==> src/rtl/seg_scan_driver_if.sv <==
// Display-side bundle: the load strobe with value/blank going in, and the anode/segment/frame pins coming out.
// Latency: not applicable; this is wiring only.
// Backpressure: none. A load is always accepted, and the scan runs freely.
interface seg_scan_driver_if;
  logic        load;
  logic [15:0] value;
  logic [3:0]  blank;
  logic [3:0]  an;
  logic [6:0]  seg;
  logic        frame_done;

  // CPU / register side: drives the load strobe and observes the pins.
  modport master (
    output load, value, blank,
    input  an, seg, frame_done
  );

  // Scan driver side.
  modport slave (
    input  load, value, blank,
    output an, seg, frame_done
  );
endinterface

==> src/rtl/seg_scan_driver.sv <==
// Time-multiplexed 4-digit common-anode 7-seg scanner with per-slot dead time and tear-free double buffering.
// Latency: an/seg/frame_done are registered, so they lag the slot counter by 1 cycle. A load shows from the next frame.
// Backpressure: none. A load is captured every time it is strobed, and the last load in a frame wins.
module seg_scan_driver #(
  parameter int DIV  = 50000,
  parameter int DEAD = 16
) (
  input logic           clk,
  input logic           rst,
  seg_scan_driver_if.slave bus
);

  localparam int            CW       = (DIV > 1) ? $clog2(DIV) : 1;
  localparam logic [CW-1:0] CNT_LAST = CW'(DIV - 1);

  logic [CW-1:0] cnt;
  logic [1:0]    idx;
  logic [15:0]   act_val;
  logic [3:0]    act_blank;
  logic [15:0]   pend_val;
  logic [3:0]    pend_blank;
  logic          pend_flag;
  logic          wrap_q;

  logic          slot_end;
  logic          frame_end;
  logic          in_dead;
  logic [3:0]    nib;
  logic [3:0]    an_nxt;
  logic [6:0]    seg_nxt;

  assign slot_end  = (cnt == CNT_LAST);
  assign frame_end = slot_end && (idx == 2'd3);

  // With no dead time, the compare is dropped entirely rather than left as a constant-false test.
  generate
    if (DEAD == 0) begin : g_no_dead
      assign in_dead = 1'b0;
    end else begin : g_dead
      assign in_dead = (cnt < CW'(DEAD));
    end
  endgenerate

  // Slot counter and digit index: cnt wraps every DIV cycles and advances idx.
  always_ff @(posedge clk) begin
    if (rst) begin
      cnt <= '0;
      idx <= 2'd0;
    end else if (slot_end) begin
      cnt <= '0;
      idx <= idx + 2'd1;
    end else begin
      cnt <= cnt + 1'b1;
    end
  end

  // Double buffer. Loads park in the pending register, and the active copy only changes at the frame boundary.
  // A load landing exactly on the boundary bypasses the pending register.
  always_ff @(posedge clk) begin
    if (rst) begin
      act_val    <= '0;
      act_blank  <= '0;
      pend_val   <= '0;
      pend_blank <= '0;
      pend_flag  <= 1'b0;
    end else if (frame_end) begin
      if (bus.load) begin
        act_val   <= bus.value;
        act_blank <= bus.blank;
      end else if (pend_flag) begin
        act_val   <= pend_val;
        act_blank <= pend_blank;
      end
      pend_flag <= 1'b0;
    end else if (bus.load) begin
      pend_val   <= bus.value;
      pend_blank <= bus.blank;
      pend_flag  <= 1'b1;
    end
  end

  // Select the digit for the current slot, decode it, then force dark during dead time or when that digit is blanked.
  always_comb begin
    nib     = act_val[3:0];
    an_nxt  = 4'b1110;
    seg_nxt = 7'b1111111;
    case (idx)
      2'd0: begin nib = act_val[3:0];   an_nxt = 4'b1110; end
      2'd1: begin nib = act_val[7:4];   an_nxt = 4'b1101; end
      2'd2: begin nib = act_val[11:8];  an_nxt = 4'b1011; end
      default: begin nib = act_val[15:12]; an_nxt = 4'b0111; end
    endcase
    case (nib)
      4'h0: seg_nxt = 7'b1000000;
      4'h1: seg_nxt = 7'b1111001;
      4'h2: seg_nxt = 7'b0100100;
      4'h3: seg_nxt = 7'b0110000;
      4'h4: seg_nxt = 7'b0011001;
      4'h5: seg_nxt = 7'b0010010;
      4'h6: seg_nxt = 7'b0000010;
      4'h7: seg_nxt = 7'b1111000;
      4'h8: seg_nxt = 7'b0000000;
      4'h9: seg_nxt = 7'b0010000;
      4'hA: seg_nxt = 7'b0001000;
      4'hB: seg_nxt = 7'b0000011;
      4'hC: seg_nxt = 7'b1000110;
      4'hD: seg_nxt = 7'b0100001;
      4'hE: seg_nxt = 7'b0000110;
      default: seg_nxt = 7'b0001110;
    endcase
    if (in_dead || act_blank[idx]) begin
      an_nxt  = 4'b1111;
      seg_nxt = 7'b1111111;
    end
  end

  // Output registers. frame_done is delayed one extra stage so it lines up with slot 0 / cnt=0 on the pins.
  always_ff @(posedge clk) begin
    if (rst) begin
      bus.an         <= 4'b1111;
      bus.seg        <= 7'b1111111;
      bus.frame_done <= 1'b0;
      wrap_q         <= 1'b0;
    end else begin
      bus.an         <= an_nxt;
      bus.seg        <= seg_nxt;
      wrap_q         <= frame_end;
      bus.frame_done <= wrap_q;
    end
  end

endmodule

==> src/flat_wrapper.sv <==
// flat-port wrapper written by rule: the top's interface ports become plain ports
module seg_scan_driver_flat 
#(
  parameter int DIV  = 50000,
  parameter int DEAD = 16
)
  (clk, rst, bus_load, bus_value, bus_blank, bus_an, bus_seg, bus_frame_done);
  seg_scan_driver_if bus_i ();
  input logic clk;
  input logic rst;
  input wire logic [$bits(bus_i.load)-1:0] bus_load;
  input wire logic [$bits(bus_i.value)-1:0] bus_value;
  input wire logic [$bits(bus_i.blank)-1:0] bus_blank;
  output wire logic [$bits(bus_i.an)-1:0] bus_an;
  output wire logic [$bits(bus_i.seg)-1:0] bus_seg;
  output wire logic [$bits(bus_i.frame_done)-1:0] bus_frame_done;
  assign bus_i.load = bus_load;
  assign bus_i.value = bus_value;
  assign bus_i.blank = bus_blank;
  assign bus_an = bus_i.an;
  assign bus_seg = bus_i.seg;
  assign bus_frame_done = bus_i.frame_done;
  seg_scan_driver #(.DIV(DIV), .DEAD(DEAD)) u_core (.clk(clk), .rst(rst), .bus(bus_i));
endmodule
==> config.mk <==
export PLATFORM = sky130hd
export DESIGN_NAME = seg_scan_driver_flat
export DESIGN_NICKNAME = d
export VERILOG_FILES = /design/src/rtl/seg_scan_driver_if.sv /design/src/rtl/seg_scan_driver.sv /design/src/flat_wrapper.sv
export SDC_FILE = /design/constraint.sdc
export NUM_CORES = 1
export LEC_CHECK = 0
export CORE_MARGIN = 4
export CORE_UTILIZATION = 45
export CTS_CLUSTER_SIZE = 40
export DETAILED_ROUTE_END_ITERATION = 10
export GPL_ROUTABILITY_DRIVEN = 0
export PLACE_DENSITY = 0.77
export SLEW_MARGIN = 40
export SYNTH_ARGS = -nofsm -noshare
export SYNTH_HDL_FRONTEND = slang
export SYNTH_SLANG_ARGS = --single-unit
==> constraint.sdc <==
create_clock -name clk -period 2.1 [get_ports clk]
set_input_delay 0.42 -clock clk [delete_from_list [all_inputs] [get_ports clk]]
set_output_delay 0.42 -clock clk [all_outputs]
set_load 0.02 [all_outputs]
======== Yosys cells after proc, flatten, opt, wreduce, memory -nomap -nowiden ========
Memories as Yosys holds them, arrays and structs flattened. A register that Yosys moved wholly into a read port is not among the register bits.
Index checks and enable logic that the tools add are counted.
word-level totals
  ROM bits ................................ 112
  memories kept ........................... 1
  logic and storage cells ................. 37
  input bits .............................. 23
  register bits after elaboration ......... 65
memory list
  name              words  width  rd ports  clocked after Yosys merged registers in  wr ports  line                   source
  (name not given)  16     7      1         1                                        0         seg_scan_driver.sv:93  case (nib)
operators by class
  magnitude comparators ................... 2
  add/sub/neg operators ................... 2
  equal/unequal tests ..................... 4
  bitwise logic cells ..................... 1
  reductions and logical operators ........ 9
  multiplexer cells ....................... 8
operator list
  kind                                                                           number
  16-bit two-way mux                                                             2
  4-bit one-hot mux with 3 select lines                                          2
  16-bit by 1-bit adder with 16-bit output, second input constant                1
  16-bit == test, second input constant                                          1
  16-bit by 5-bit less-than comparator with 1-bit output, second input constant  1
  4-bit two-way mux                                                              2
  2-bit OR reduction                                                             3
  2-bit == test, second input constant                                           2
  2-bit AND reduction                                                            2
  2-bit by 3-bit less-than comparator with 1-bit output, second input constant   1
  2-bit by 1-bit adder with 2-bit output, second input constant                  1
  1-bit binary-select mux with 2-bit select                                      1
  2-bit by 1-bit == test with 1-bit output, second input constant                1
  2-bit zero test                                                                1
  2-bit nonzero test                                                             1
  1-bit logical AND                                                              1
  1-bit logical OR                                                               1
  1-bit two-way mux                                                              1
  1-bit NOT                                                                      1

======== Depth between registers and ports, before layout ========
  word-level depth ........................ 4
  mapped depth ............................ 9
  gate-level depth less buffers ........... 9

======== Worst setup path before layout ========
No wires, ideal clock.
  path kind ............................... flip-flop to flip-flop
  start point ............................. register u_core.idx[0]
  end point ............................... register u_core.bus.seg[3]
  path slack .............................. 0.020 ns
  arrival time ............................ 1.955 ns
  library setup time ...................... 0.125 ns
  cell stages (with the launch flop) ...... 9
  cell sequence ........................... dfxtp_1 ha_1 clkbuf_1 mux2i_1 inv_1 ha_1 nor2_1 a211oi_1 o21ai_0
on the way
  longest elaborated chain between the ends .. 4
ends and longest elaborated chain
  what                                       line                      source
  start, declared                            seg_scan_driver.sv:17     logic [1:0] idx;
  start signal, assigned                     seg_scan_driver.sv:51     idx <= idx + 2'd1;
  1-bit binary-select mux with 2-bit select  seg_scan_driver.sv:111    if (in_dead || act_blank[idx]) begin
  1-bit two-way mux (not written as such)    seg_scan_driver.sv:111
  1-bit logical OR                           seg_scan_driver.sv:111
  2-bit OR reduction (no line)               --
  end, declared                              seg_scan_driver_if.sv:21  output an, seg, frame_done
Several ways; a longest one is shown, not always the timed one. The select of a mux whose other input is x is not followed.
A chain may end at the register's enable or synchronous reset.

======== Worst setup path in the final report ========
Ends and elaborated chain as after synthesis.

==> metrics <==
Max Root-Sink Buffers=2; crit path capture type=flip-flop; Pint=2.19 mW; largest family of logic cells by synthesized area=multiplexers; Most used DFF post-synth=dfxtp_1; Placement Rows=30; Slew headroom=49.9%; CTS tree=built; Critical Path Fanout Max=5; sw frac=21.5%; initial antenna violation count=0; Worst Hold Class=flip-flop to flip-flop; fmax=505 MHz; pwr dens=688 nW/µm²; TNS Setup=0 ns; CTS sink cnt=72; Worst setup SP type=flip-flop; die outline height=93.2 µm; via count=2,367; post-synthesis cell type count=34; # setup viols final=0; Max-Cap Viols=0; CTS Buf Count=9; Post-Synth Adder-Cell Area=4.60%; layout cells sized above 1=19.0%; initial core utilization=47.3%; Crit path arrival time=2.22 ns; XOR/XNOR Fraction of Synth Area=4.02%; htree depth=3; pin count of the biggest net entering global routing=26; DRC=0; Synth Area in Compound Gates=4.83%; Async SR Flop Fraction=0%; Avg Cell Area, Syn=10.0 µm²; Post-DRT Antenna Nets=0; final WL=6.24 mm; fill cell total of the finished layout=597; vias per inst=4.98; clk root buf=clkbuf_8; final period utilization=94.4%; status=complete, no violations; Final Slew Violations=0; Psw=0.600 mW; Clock Pin Slew Worst Setup and Hold Paths=0.08 ns; Syn. warnings=0; ant diodes=0; Tot GR Track Use=15.6%; Peak VDD IR=0.000739 V; EDFF count, synth=0; sequential group share of total power=50.3%; vias in the first global route=2,283; Synth area leaders=dfxtp_1 44%, mux2i_1 14%, nor2_1 7.8%, mux2_2 7.2%, ha_1 4.6%; fraction of the mapped netlist area in simple logic gates=15.9%; multi-input logic area=1720 µm²; first-pass GRT wire length=10.6 mm; list of most frequent post-synthesis cells=72 x dfxtp_1, 68 x nor2_1, 46 x mux2i_1, 21 x mux2_2, 15 x nand2_1; Synth Register Bits=72; Synth area leader=dfxtp_1; area added between synthesis and finish=24.3%; combinational share of power=6.3%; mux cell area share after synthesis=22.0%; I/O Buffers=34; Syn Inst Count=325; Netlist Area Pre-Place=3260 µm²; CP Data Required Time=2.34 ns; worst-margin pin slew=0.731 ns; minimum clock period=1.98 ns; IO Count=35; 1st-iter DRT viols=90; Congestion Overflow GR=0; Worst Setup Path Type=flip-flop to flip-flop; clock power share=43.3%; leakage=1.53 nW; fin nets=409; wire per inst=13.1 µm; design area=4060 µm²; sequential fraction of the synthesis area=44.2%; Final Skew=0.0128 ns; top-area cell type share of the netlist area=44.2%; Detailed Place HPWL=4.39 mm; most common cell in the netlist=dfxtp_1; Die X=93.2 µm; dpl cell area=3740 µm²; clk_lat worst skew=0.36 ns; die area=8680 µm²; register area=1450 µm²; core area=6910 µm²; Tot Pwr=2.79 mW; post-synth net total=360; Hold Vio Cnt, Final=0; DRT Pass-1 Iters=5
## layout make-up
type / instances / area share (%)
multi-input combinational: 224 / 42.5
sequential: 72 / 35.7
timing repair buffer: 54 / 12.1
clock buffer: 11 / 3.49
tap: 96 / 2.96
clock inverter: 5 / 1.97
inverter: 13 / 1.26
## sequential cells by signal, summed over array words and instances (netlist names)
register / flops
u_core.pend_flag: 1
u_core.wrap_q: 1
u_core.pend_blank: 4
u_core.bus.seg: 7
u_core.idx: 2
u_core.act_val: 16
u_core.act_blank: 4
u_core.bus.frame_done: 1
u_core.cnt: 16
u_core.pend_val: 16
u_core.bus.an: 4
## cell families (layout without fill, tap and decap cells)
family / after synthesis / count (layout)
AO/OA/AOI/OAI: 19 / 19
XOR/XNOR: 15 / 15
adder cells (fa/ha/maj): 12 / 12
buffers and inverters: 29 / 83
flip-flops: 72 / 72
multiplexers: 68 / 68
AND/OR/NAND/NOR: 110 / 110
## cell usage in the layout (no fill, tap or decap), types with 3 or more instances in the layout
cell type / count
a222oi_1: 4
and3_1: 5
buf_4: 20
clkbuf_8: 10
clkdlybuf4s50_1: 34
dfxtp_1: 70
ha_1: 7
ha_4: 3
inv_1: 11
mux2_2: 21
mux2i_1: 46
nand2_1: 15
nand3_1: 5
nor2_1: 68
nor2b_1: 3
nor3_1: 4
o21ai_1: 3
o221ai_1: 5
xnor2_1: 13
## final timing paths
| path | slack (ns) | cells past startpoint | startpoint | end |
|---|---|---|---|---|
| setup / recovery | 0.12 | 9 | u_core.idx[0]$_SDFFE_PP0P_ | u_core.bus.seg[3]$_SDFF_PP1_ |
| hold / removal | 0.44 | 1 | u_core.wrap_q$_SDFF_PP0_ | u_core.bus.frame_done$_SDFF_PP0_ |
| setup reg to reg | 0.12 | 9 | u_core.idx[0]$_SDFFE_PP0P_ | u_core.bus.seg[3]$_SDFF_PP1_ |
| hold reg to reg | 0.44 | 1 | u_core.wrap_q$_SDFF_PP0_ | u_core.bus.frame_done$_SDFF_PP0_ |
## routing by layer
layer | global-route usage, % | share of wire, % | up-vias
met5 | 0 | 0 | -
met4 | 5.25 | 1.5 | 0
li1 | - | - | 1207
met2 | 24.8 | 47 | 50
met1 | 19.4 | 46 | 1101
met3 | 6.11 | 5.1 | 9
## power by group through the flow
stage / clock (mW) / combinational, mW / sequential (mW)
3_5_place_dp: 0 / 0.177 / 1.44
6_report: 1.21 / 0.176 / 1.41
5_1_grt: 1.30 / 0.196 / 1.41
2_1_floorplan: 0 / 0.110 / 1.44
4_1_cts: 1.25 / 0.179 / 1.41
3_3_place_gp: 0 / 0.175 / 1.44
## critical path: stages, from the launching register on
cell and delay, ns:
dfxtp_4 0.38, buf_4 0.12, ha_4 0.15, a222oi_1 0.08, mux2i_1 0.31, inv_1 0.15, ha_1 0.32, nor2_1 0.05
a211oi_1 0.21, o21ai_1 0.09
## timing repair
action / 4_1_cts / 5_1_grt
setup endpoints to repair: 5 / 6
resized for setup: 1 / 18
hold buffers: 0 / 0
hold endpoints to repair: 0 / 0
pin swaps: 1 / 4
buffers inserted: 3 / 2
## stage by stage
stage | setup slack, ns | hold slack (ns) | utilization (%) | cells
after floorplan | 0.0204 | 0.414 | - | 325
after global placement | 0.0454 | 0.433 | 54.2 | 454
after detailed placement | -0.0749 | 0.428 | 54.2 | 454
after CTS | 0.0210 | 0.449 | 57.7 | 473
after global routing | -0.0303 | 0.478 | 58.7 | 475
final | 0.119 | 0.443 | 58.7 | 475
No activity file was read; power rests on OpenSTA's default activity.
